## config.mk

```make
export PLATFORM = sky130hd
export DESIGN_NAME = rom_burst_pair_reader
export DESIGN_NICKNAME = d
export VERILOG_FILES = /design/src/rtl/rom_burst_pair_reader.sv
export SDC_FILE = /design/constraint.sdc
export NUM_CORES = 1
export LEC_CHECK = 0
export BUFFER_PORTS_ARGS = -buffer_cell sky130_fd_sc_hd__clkbuf_2
export CORE_MARGIN = 2
export CORE_UTILIZATION = 54
export DETAILED_ROUTE_END_ITERATION = 10
export GPL_ROUTABILITY_DRIVEN = 0
export GPL_TIMING_DRIVEN = 1
export PLACE_DENSITY = 0.83
export SYNTH_ARGS = -nofsm -noshare
export SYNTH_HDL_FRONTEND = slang
export SYNTH_SLANG_ARGS = --single-unit
```

## constraint.sdc

```tcl
create_clock -name clk_i -period 3.8 [get_ports clk_i]
set_input_delay 0.76 -clock clk_i [delete_from_list [all_inputs] [get_ports clk_i]]
set_output_delay 0.76 -clock clk_i [all_outputs]
set_load 0.005 [all_outputs]
```

## src/rtl/rom_burst_pair_reader.sv

```systemverilog
// Burst read sequencer that drives both address ports of a dual-port ROM and streams word pairs out through a 2-entry skid FIFO.
// Optional macro ROM_READER_ABORT_EN adds an abort_i input that flushes and ends the running burst.
module rom_burst_pair_reader #(
    parameter int DATA_WIDTH = 12,
    parameter int ADDR_WIDTH = 10,
    parameter int LEN_WIDTH  = ADDR_WIDTH + 1
) (
    input  logic                    clk_i,
    input  logic                    rst_i,
    input  logic                    cmd_valid_i,
    output logic                    cmd_ready_o,
    input  logic [ADDR_WIDTH-1:0]   cmd_base_i,
    input  logic [LEN_WIDTH-1:0]    cmd_len_i,
    output logic [ADDR_WIDTH-1:0]   rom_addr_a_o,
    output logic [ADDR_WIDTH-1:0]   rom_addr_b_o,
    input  logic [DATA_WIDTH-1:0]   rom_q_a_i,
    input  logic [DATA_WIDTH-1:0]   rom_q_b_i,
    output logic                    out_valid_o,
    input  logic                    out_ready_i,
    output logic [2*DATA_WIDTH-1:0] out_data_o,
    output logic [1:0]              out_keep_o,
    output logic                    out_last_o,
    output logic                    busy_o,
    output logic                    done_o
`ifdef ROM_READER_ABORT_EN
    ,
    input  logic                    abort_i
`endif
);

    typedef enum logic [1:0] {
        S_IDLE  = 2'd0,
        S_FETCH = 2'd1,
        S_DRAIN = 2'd2
    } state_e;

    state_e                  state_q;
    logic [ADDR_WIDTH-1:0]   ptr_q;
    logic [LEN_WIDTH-1:0]    rem_q;
    logic                    inflight_q;
    logic [1:0]              tag_keep_q;
    logic                    tag_last_q;
    logic                    cmd_ready_q;
    logic                    busy_q;
    logic                    done_q;

    logic [2*DATA_WIDTH-1:0] head_data_q, head_data_d, tail_data_q, tail_data_d;
    logic [1:0]              head_keep_q, head_keep_d, tail_keep_q, tail_keep_d;
    logic                    head_last_q, head_last_d, tail_last_q, tail_last_d;
    logic                    head_vld_q, head_vld_d, tail_vld_q, tail_vld_d;

    logic                    abort_s;
    logic                    pop_s;
    logic                    push_s;
    logic                    issue_s;
    logic [1:0]              occ_s;
    logic                    pair_last_s;
    logic [1:0]              pair_keep_s;
    logic [LEN_WIDTH-1:0]    rem_next_s;

`ifdef ROM_READER_ABORT_EN
    assign abort_s = abort_i && (state_q != S_IDLE);
`else
    assign abort_s = 1'b0;
`endif

    // Occupancy counts the pair still in the ROM pipeline so the FIFO can never overflow.
    assign occ_s       = {1'b0, head_vld_q} + {1'b0, tail_vld_q} + {1'b0, inflight_q};
    assign pop_s       = head_vld_q && out_ready_i;
    assign push_s      = inflight_q && !abort_s;
    assign issue_s     = (state_q == S_FETCH) && !abort_s && ((occ_s < 2'd2) || pop_s);
    assign pair_keep_s = (rem_q == LEN_WIDTH'(1)) ? 2'b01 : 2'b11;
    assign pair_last_s = (rem_q <= LEN_WIDTH'(2));
    assign rem_next_s  = (rem_q >= LEN_WIDTH'(2)) ? (rem_q - LEN_WIDTH'(2)) : {LEN_WIDTH{1'b0}};

    assign rom_addr_a_o = ptr_q;
    assign rom_addr_b_o = ptr_q + ADDR_WIDTH'(1);
    assign cmd_ready_o  = cmd_ready_q;
    assign busy_o       = busy_q;
    assign done_o       = done_q;
    assign out_valid_o  = head_vld_q;
    assign out_data_o   = head_data_q;
    assign out_keep_o   = head_keep_q;
    assign out_last_o   = head_last_q;

    // Sequencer: command capture, pair issue, state transitions and done pulse.
    always_ff @(posedge clk_i or posedge rst_i) begin
        if (rst_i) begin
            state_q     <= S_IDLE;
            ptr_q       <= {ADDR_WIDTH{1'b0}};
            rem_q       <= {LEN_WIDTH{1'b0}};
            inflight_q  <= 1'b0;
            tag_keep_q  <= 2'b00;
            tag_last_q  <= 1'b0;
            cmd_ready_q <= 1'b1;
            busy_q      <= 1'b0;
            done_q      <= 1'b0;
        end else begin
            done_q     <= 1'b0;
            inflight_q <= issue_s;
            if (issue_s) begin
                tag_keep_q <= pair_keep_s;
                tag_last_q <= pair_last_s;
                ptr_q      <= ptr_q + ADDR_WIDTH'(2);
                rem_q      <= rem_next_s;
            end
            case (state_q)
                S_IDLE: begin
                    if (cmd_valid_i && cmd_ready_q) begin
                        ptr_q <= cmd_base_i;
                        rem_q <= cmd_len_i;
                        if (cmd_len_i == {LEN_WIDTH{1'b0}}) begin
                            done_q <= 1'b1;
                        end else begin
                            state_q     <= S_FETCH;
                            cmd_ready_q <= 1'b0;
                            busy_q      <= 1'b1;
                        end
                    end
                end
                S_FETCH: begin
                    if (abort_s) begin
                        state_q     <= S_IDLE;
                        cmd_ready_q <= 1'b1;
                        busy_q      <= 1'b0;
                        done_q      <= 1'b1;
                    end else if (issue_s && pair_last_s) begin
                        state_q <= S_DRAIN;
                    end
                end
                S_DRAIN: begin
                    if (abort_s || (pop_s && head_last_q)) begin
                        state_q     <= S_IDLE;
                        cmd_ready_q <= 1'b1;
                        busy_q      <= 1'b0;
                        done_q      <= 1'b1;
                    end
                end
                default: begin
                    state_q     <= S_IDLE;
                    cmd_ready_q <= 1'b1;
                    busy_q      <= 1'b0;
                end
            endcase
        end
    end

    // Skid FIFO next state: head entry drives the output stream directly, tail absorbs one stall.
    always_comb begin
        head_data_d = head_data_q;
        head_keep_d = head_keep_q;
        head_last_d = head_last_q;
        head_vld_d  = head_vld_q;
        tail_data_d = tail_data_q;
        tail_keep_d = tail_keep_q;
        tail_last_d = tail_last_q;
        tail_vld_d  = tail_vld_q;
        if (abort_s) begin
            head_keep_d = 2'b00;
            head_last_d = 1'b0;
            head_vld_d  = 1'b0;
            tail_keep_d = 2'b00;
            tail_last_d = 1'b0;
            tail_vld_d  = 1'b0;
        end else begin
            case ({push_s, pop_s})
                2'b11: begin
                    if (tail_vld_q) begin
                        head_data_d = tail_data_q;
                        head_keep_d = tail_keep_q;
                        head_last_d = tail_last_q;
                        tail_data_d = {rom_q_b_i, rom_q_a_i};
                        tail_keep_d = tag_keep_q;
                        tail_last_d = tag_last_q;
                    end else begin
                        head_data_d = {rom_q_b_i, rom_q_a_i};
                        head_keep_d = tag_keep_q;
                        head_last_d = tag_last_q;
                    end
                end
                2'b10: begin
                    if (head_vld_q) begin
                        tail_data_d = {rom_q_b_i, rom_q_a_i};
                        tail_keep_d = tag_keep_q;
                        tail_last_d = tag_last_q;
                        tail_vld_d  = 1'b1;
                    end else begin
                        head_data_d = {rom_q_b_i, rom_q_a_i};
                        head_keep_d = tag_keep_q;
                        head_last_d = tag_last_q;
                        head_vld_d  = 1'b1;
                    end
                end
                2'b01: begin
                    head_data_d = tail_data_q;
                    head_keep_d = tail_keep_q;
                    head_last_d = tail_last_q;
                    head_vld_d  = tail_vld_q;
                    tail_keep_d = 2'b00;
                    tail_last_d = 1'b0;
                    tail_vld_d  = 1'b0;
                end
                default: begin
                    head_vld_d = head_vld_q;
                end
            endcase
        end
    end

    // Skid FIFO storage.
    always_ff @(posedge clk_i or posedge rst_i) begin
        if (rst_i) begin
            head_data_q <= {(2*DATA_WIDTH){1'b0}};
            head_keep_q <= 2'b00;
            head_last_q <= 1'b0;
            head_vld_q  <= 1'b0;
            tail_data_q <= {(2*DATA_WIDTH){1'b0}};
            tail_keep_q <= 2'b00;
            tail_last_q <= 1'b0;
            tail_vld_q  <= 1'b0;
        end else begin
            head_data_q <= head_data_d;
            head_keep_q <= head_keep_d;
            head_last_q <= head_last_d;
            head_vld_q  <= head_vld_d;
            tail_data_q <= tail_data_d;
            tail_keep_q <= tail_keep_d;
            tail_last_q <= tail_last_d;
            tail_vld_q  <= tail_vld_d;
        end
    end

endmodule

```

==> summary by stage <==
Timing
The tightest hold path in the finished design has a slack of ~0.48 ns. Across all setup checks in the final design, the least slack found is approximately 1.1 ns. After layout, the worst path uses 69.8% of the clock period. The measured slew at the worst slew-check pin is 0.910 ns. The aggregate negative setup slack is 0 ns.

Subtracting the final worst setup slack from the clock period gives 2.65 ns. The number of max-slew violations in the final report is 0. The headroom to the max-slew limit is about two fifths.

For this run, the top clock speed supported by timing is approximately 380 MHz. Setup repair after global routing left no endpoint under its margin. The clock skew after layout is ~0.015 ns. The final hold violation count is 0. Setup violations remaining at the end of the flow were counted as 0.

Clock tree
The number of buffers added by the clock tree synthesis step is 9. The number of instances resized during post-cts repair is 0. The maximum clock path buffer count is 2.

The clock tree synthesis step divided the H-tree into 3 levels. The clock insertion delay at the later pin of the skew report is approximately 0.36 ns. After clock tree synthesis, the clock-pin slew on the worst setup and hold paths is roughly 0.08 ns. The cell at the root of the clock tree is sky130_fd_sc_hd__clkbuf_8. Post-CTS timing repair inserted 0 buffers for setup. In this run, post-CTS hold repair placed 0 buffers.

The TritonCTS clock tree is yes. The tree built by TritonCTS fans out to 86 sinks.

Drt
The number of DRC markers in iteration 0 is 275. Dividing the detail-routed via count by the number of cells gives between 5 and 6. In this run the top signal layer used is met4.

The wire length on met3 is approximately 370 um. The final route contains about 3.6k vias. Once detail routing completed, the nets flagged for antenna violations numbered 0.

The final layout contains routed wiring with a total length of between 10000 and 15000 um. In the routed design, unresolved DRC markers number 0. The length of routed wiring on met1 is between 4000 and 5000 um.

The first-pass detailed-route iteration total is 4. The length of routed met2 wiring is between 5000 and 6000 um. The average wire per cell in the routed design is between 15 and 20 um.

Floorplan
The area of the core is 8130 um^2. The horizontal die dimension is 95.2 um. The number of core rows is 33. The starting utilization of the core area is between 50% and 60%.

During I/O placement, the number of pins put on the boundary was 100. The overall die height is 95.2 um. The die covers between 9000 and 10000 um^2.

Global route
The initial antenna violation count came to 0. Global routing consumed, over all layers together, a little under a quarter of the routing resources. The first global-routing pass estimated roughly 16000 um of wire. The overflow left after global routing is 0. The via count of the first global-routing pass came to around 3.4k.

The maximum number of pins on one net before global-route repair is 43.

Finish
0 antenna diodes ended up in the layout. The post-route netlist has between 30% and 40% of its cells at a drive strength greater than 1. The area growth from synthesis to layout is 18.6%. The filler cell count in the final layout is around 660. The final layout contains between 500 and 600 nets. The final standard cell area without fillers is approximately 5300 um^2.

Logic synthesis
Among all cell types in the netlist, the one instantiated most often is sky130_fd_sc_hd__dfrtp_1. The largest total area in the synthesized netlist belongs to sky130_fd_sc_hd__dfrtp_1. The total standard cell area after synthesis is between 4000 and 5000 um^2. The share of synthesized area occupied by flip-flops and latches is 48.0%. The commonest cells after synthesis are 85 x sky130_fd_sc_hd__dfrtp_1, 36 x sky130_fd_sc_hd__nand2_1, 25 x sky130_fd_sc_hd__mux2_2, 21 x sky130_fd_sc_hd__a211oi_1, 20 x sky130_fd_sc_hd__a21o_1. Yosys printed 0 warnings. In this run, distinct cell masters in the synthesized netlist total 50.

The most common flop cell mapped by yosys is sky130_fd_sc_hd__dfrtp_1. In the synthesized netlist the async set-or-reset flop fraction comes to 100%. The synthesized netlist net count is 477. Counting flops with a built-in enable in the synthesized netlist gives 0. The average cell area after synthesis is between 10 and 15 um^2.

The top cell type's share of synthesized area is 47.4%. In this run, synthesis produced a sequential element count of between 80 and 90. By area the synthesized netlist is led by sky130_fd_sc_hd__dfrtp_1 47%, sky130_fd_sc_hd__mux2_2 6.3%, sky130_fd_sc_hd__mux2i_1 4.2%.

Synthesis handed over a netlist of around 420 instances.

Power and ir drop
The cell area power density is a little over 900 nW/um^2. Registers are responsible for a little over a third of the overall power. The share of total power dissipated in combinational logic is 48.4%. The switching part of the total is between 30 and 40%. Internal power comes to 0.00291 W.

The switching power is roughly 0.0019 W. For this design the static power due to leakage is about 2.5 nW. The power share of the clock group is about 16%. The worst-case IR drop observed on VDD is about 380 uV.

Worst hold path
The class of the most critical hold timing path is flop to flop.

Placement
The post-detailed-placement half-perimeter wirelength is around 7100 um. The worst slack at placement is around 1.1 ns. Summing all placed instances gives a cell area of between 5000 and 6000 um^2. Port buffering added between 90 and 100 buffers.

Setup path
The startpoint kind of the worst setup timing path is a flop. The highest fanout seen on the critical path is 6. The critical path required time is slightly above 3 ns.

The kind of critical path is flop to output port. The type of element capturing the critical path is an output port. Data arrives at the worst endpoint at around 1.9 ns.

Job
The total of max-cap violations is 0.

Run status
The run finished with clean final reports.
[cells in the final DEF, fill, tap and decap left out, drive strengths merged, types with 5 or more instances in the layout]
cell    Yosys  routed
a221oi     17      17
a21o       20      20
nand2      37      37
mux2i      19      19
buf        15      10
o21ai      33      33
nor2       14      14
clkbuf     12     109
inv        16      15
dfrtp      85      85
a211oi     21      21
mux2       25      25
nand4       6       6
ha          9       9
nor3        7       7
nand3      13      13
and3        6       6
a22oi      12      12
xor2       12      12
xnor2      10      10
nor4        5       5
[cell type report]
type                            count  area (um^2)  area share, %
Clock buffer                       10          138           2.59
Clock inverter                      6          109           2.05
Multi-Input combinational cell    290         2160           40.6
Sequential cell                    86         2150           40.5
Timing Repair Buffer              109          571           10.7
Inverter                           16         61.3           1.15
Tap cell                          105          131           2.47
[per-layer routing]
layer  track usage [%]  vias to the layer above
li1                  -                     1717
met1              31.0                     1793
met2              38.6                       79
met3              3.08                       19
met4              10.5                        0
met5                 0                        -
[sequential cells by signal (all words and copies together) (netlist names)]
register      count
cmd_ready_o       1
done_o            1
out_keep_o        2
inflight_q        1
out_valid_o       1
out_last_o        1
out_data_o       24
tag_keep_q        2
tail_last_q       1
busy_o            1
tag_last_q        1
rom_addr_a_o     10
tail_vld_q        1
tail_keep_q       2
rem_q            11
tail_data_q      24
state_q           2
[worst paths after layout]
path	start	to	slack (ns)	cells past startpoint
min in group asynchronous	rst_i	rom_addr_a_o[5]	0.49	2
worst max register to register	out_valid_o	rem_q[3]	1.32	8
worst min register to register	out_data_o[9]	out_data_o[9]	0.48	1
max in group asynchronous	rst_i	cmd_ready_o	2.48	3
worst min-delay path	out_data_o[9]	out_data_o[9]	0.48	1
worst max-delay path	rom_addr_a_o[2]	rom_addr_b_o[9]	1.15	6
[critical path, cell delays in order (launching register included)]
cell,delay [ns]
sky130_fd_sc_hd__dfrtp_1,0.46
sky130_fd_sc_hd__ha_1,0.24
sky130_fd_sc_hd__and3_1,0.21
sky130_fd_sc_hd__and3_1,0.26
sky130_fd_sc_hd__nand3_1,0.11
sky130_fd_sc_hd__xnor2_1,0.14
sky130_fd_sc_hd__clkbuf_2,0.13
[power groups by stage]
stage	Sequential (W)	Combinational, W	Clock, W
global placement	0.00170	0.00222	0
global route	0.00178	0.00260	0.000827
floorplan	0.00165	0.00168	0
CTS	0.00171	0.00235	0.000788
detailed placement	0.00173	0.00232	0
finish	0.00172	0.00234	0.000779
[stage by stage]
stage,power [W],util (%),instances
global route,0.00520,65.4,622
floorplan,0.00333,-,419
CTS,0.00485,65.4,622
global placement,0.00392,62.4,606
finish,0.00483,65.4,622
detailed placement,0.00405,62.4,606
[cell families (layout without fill, tap and decap cells)]
group,count (synthesis),count (layout),synth area share [%]
AO/OA/AOI/OAI,111,111,18.1
XOR/XNOR,22,22,4.29
adder cells (fa/ha/maj),9,9,2.51
buffers and inverters,43,141,4.13
flip-flops,86,86,48.0
multiplexers,44,44,10.5
AND/OR/NAND/NOR,104,104,12.5
Power figures use the tool's default switching activity.
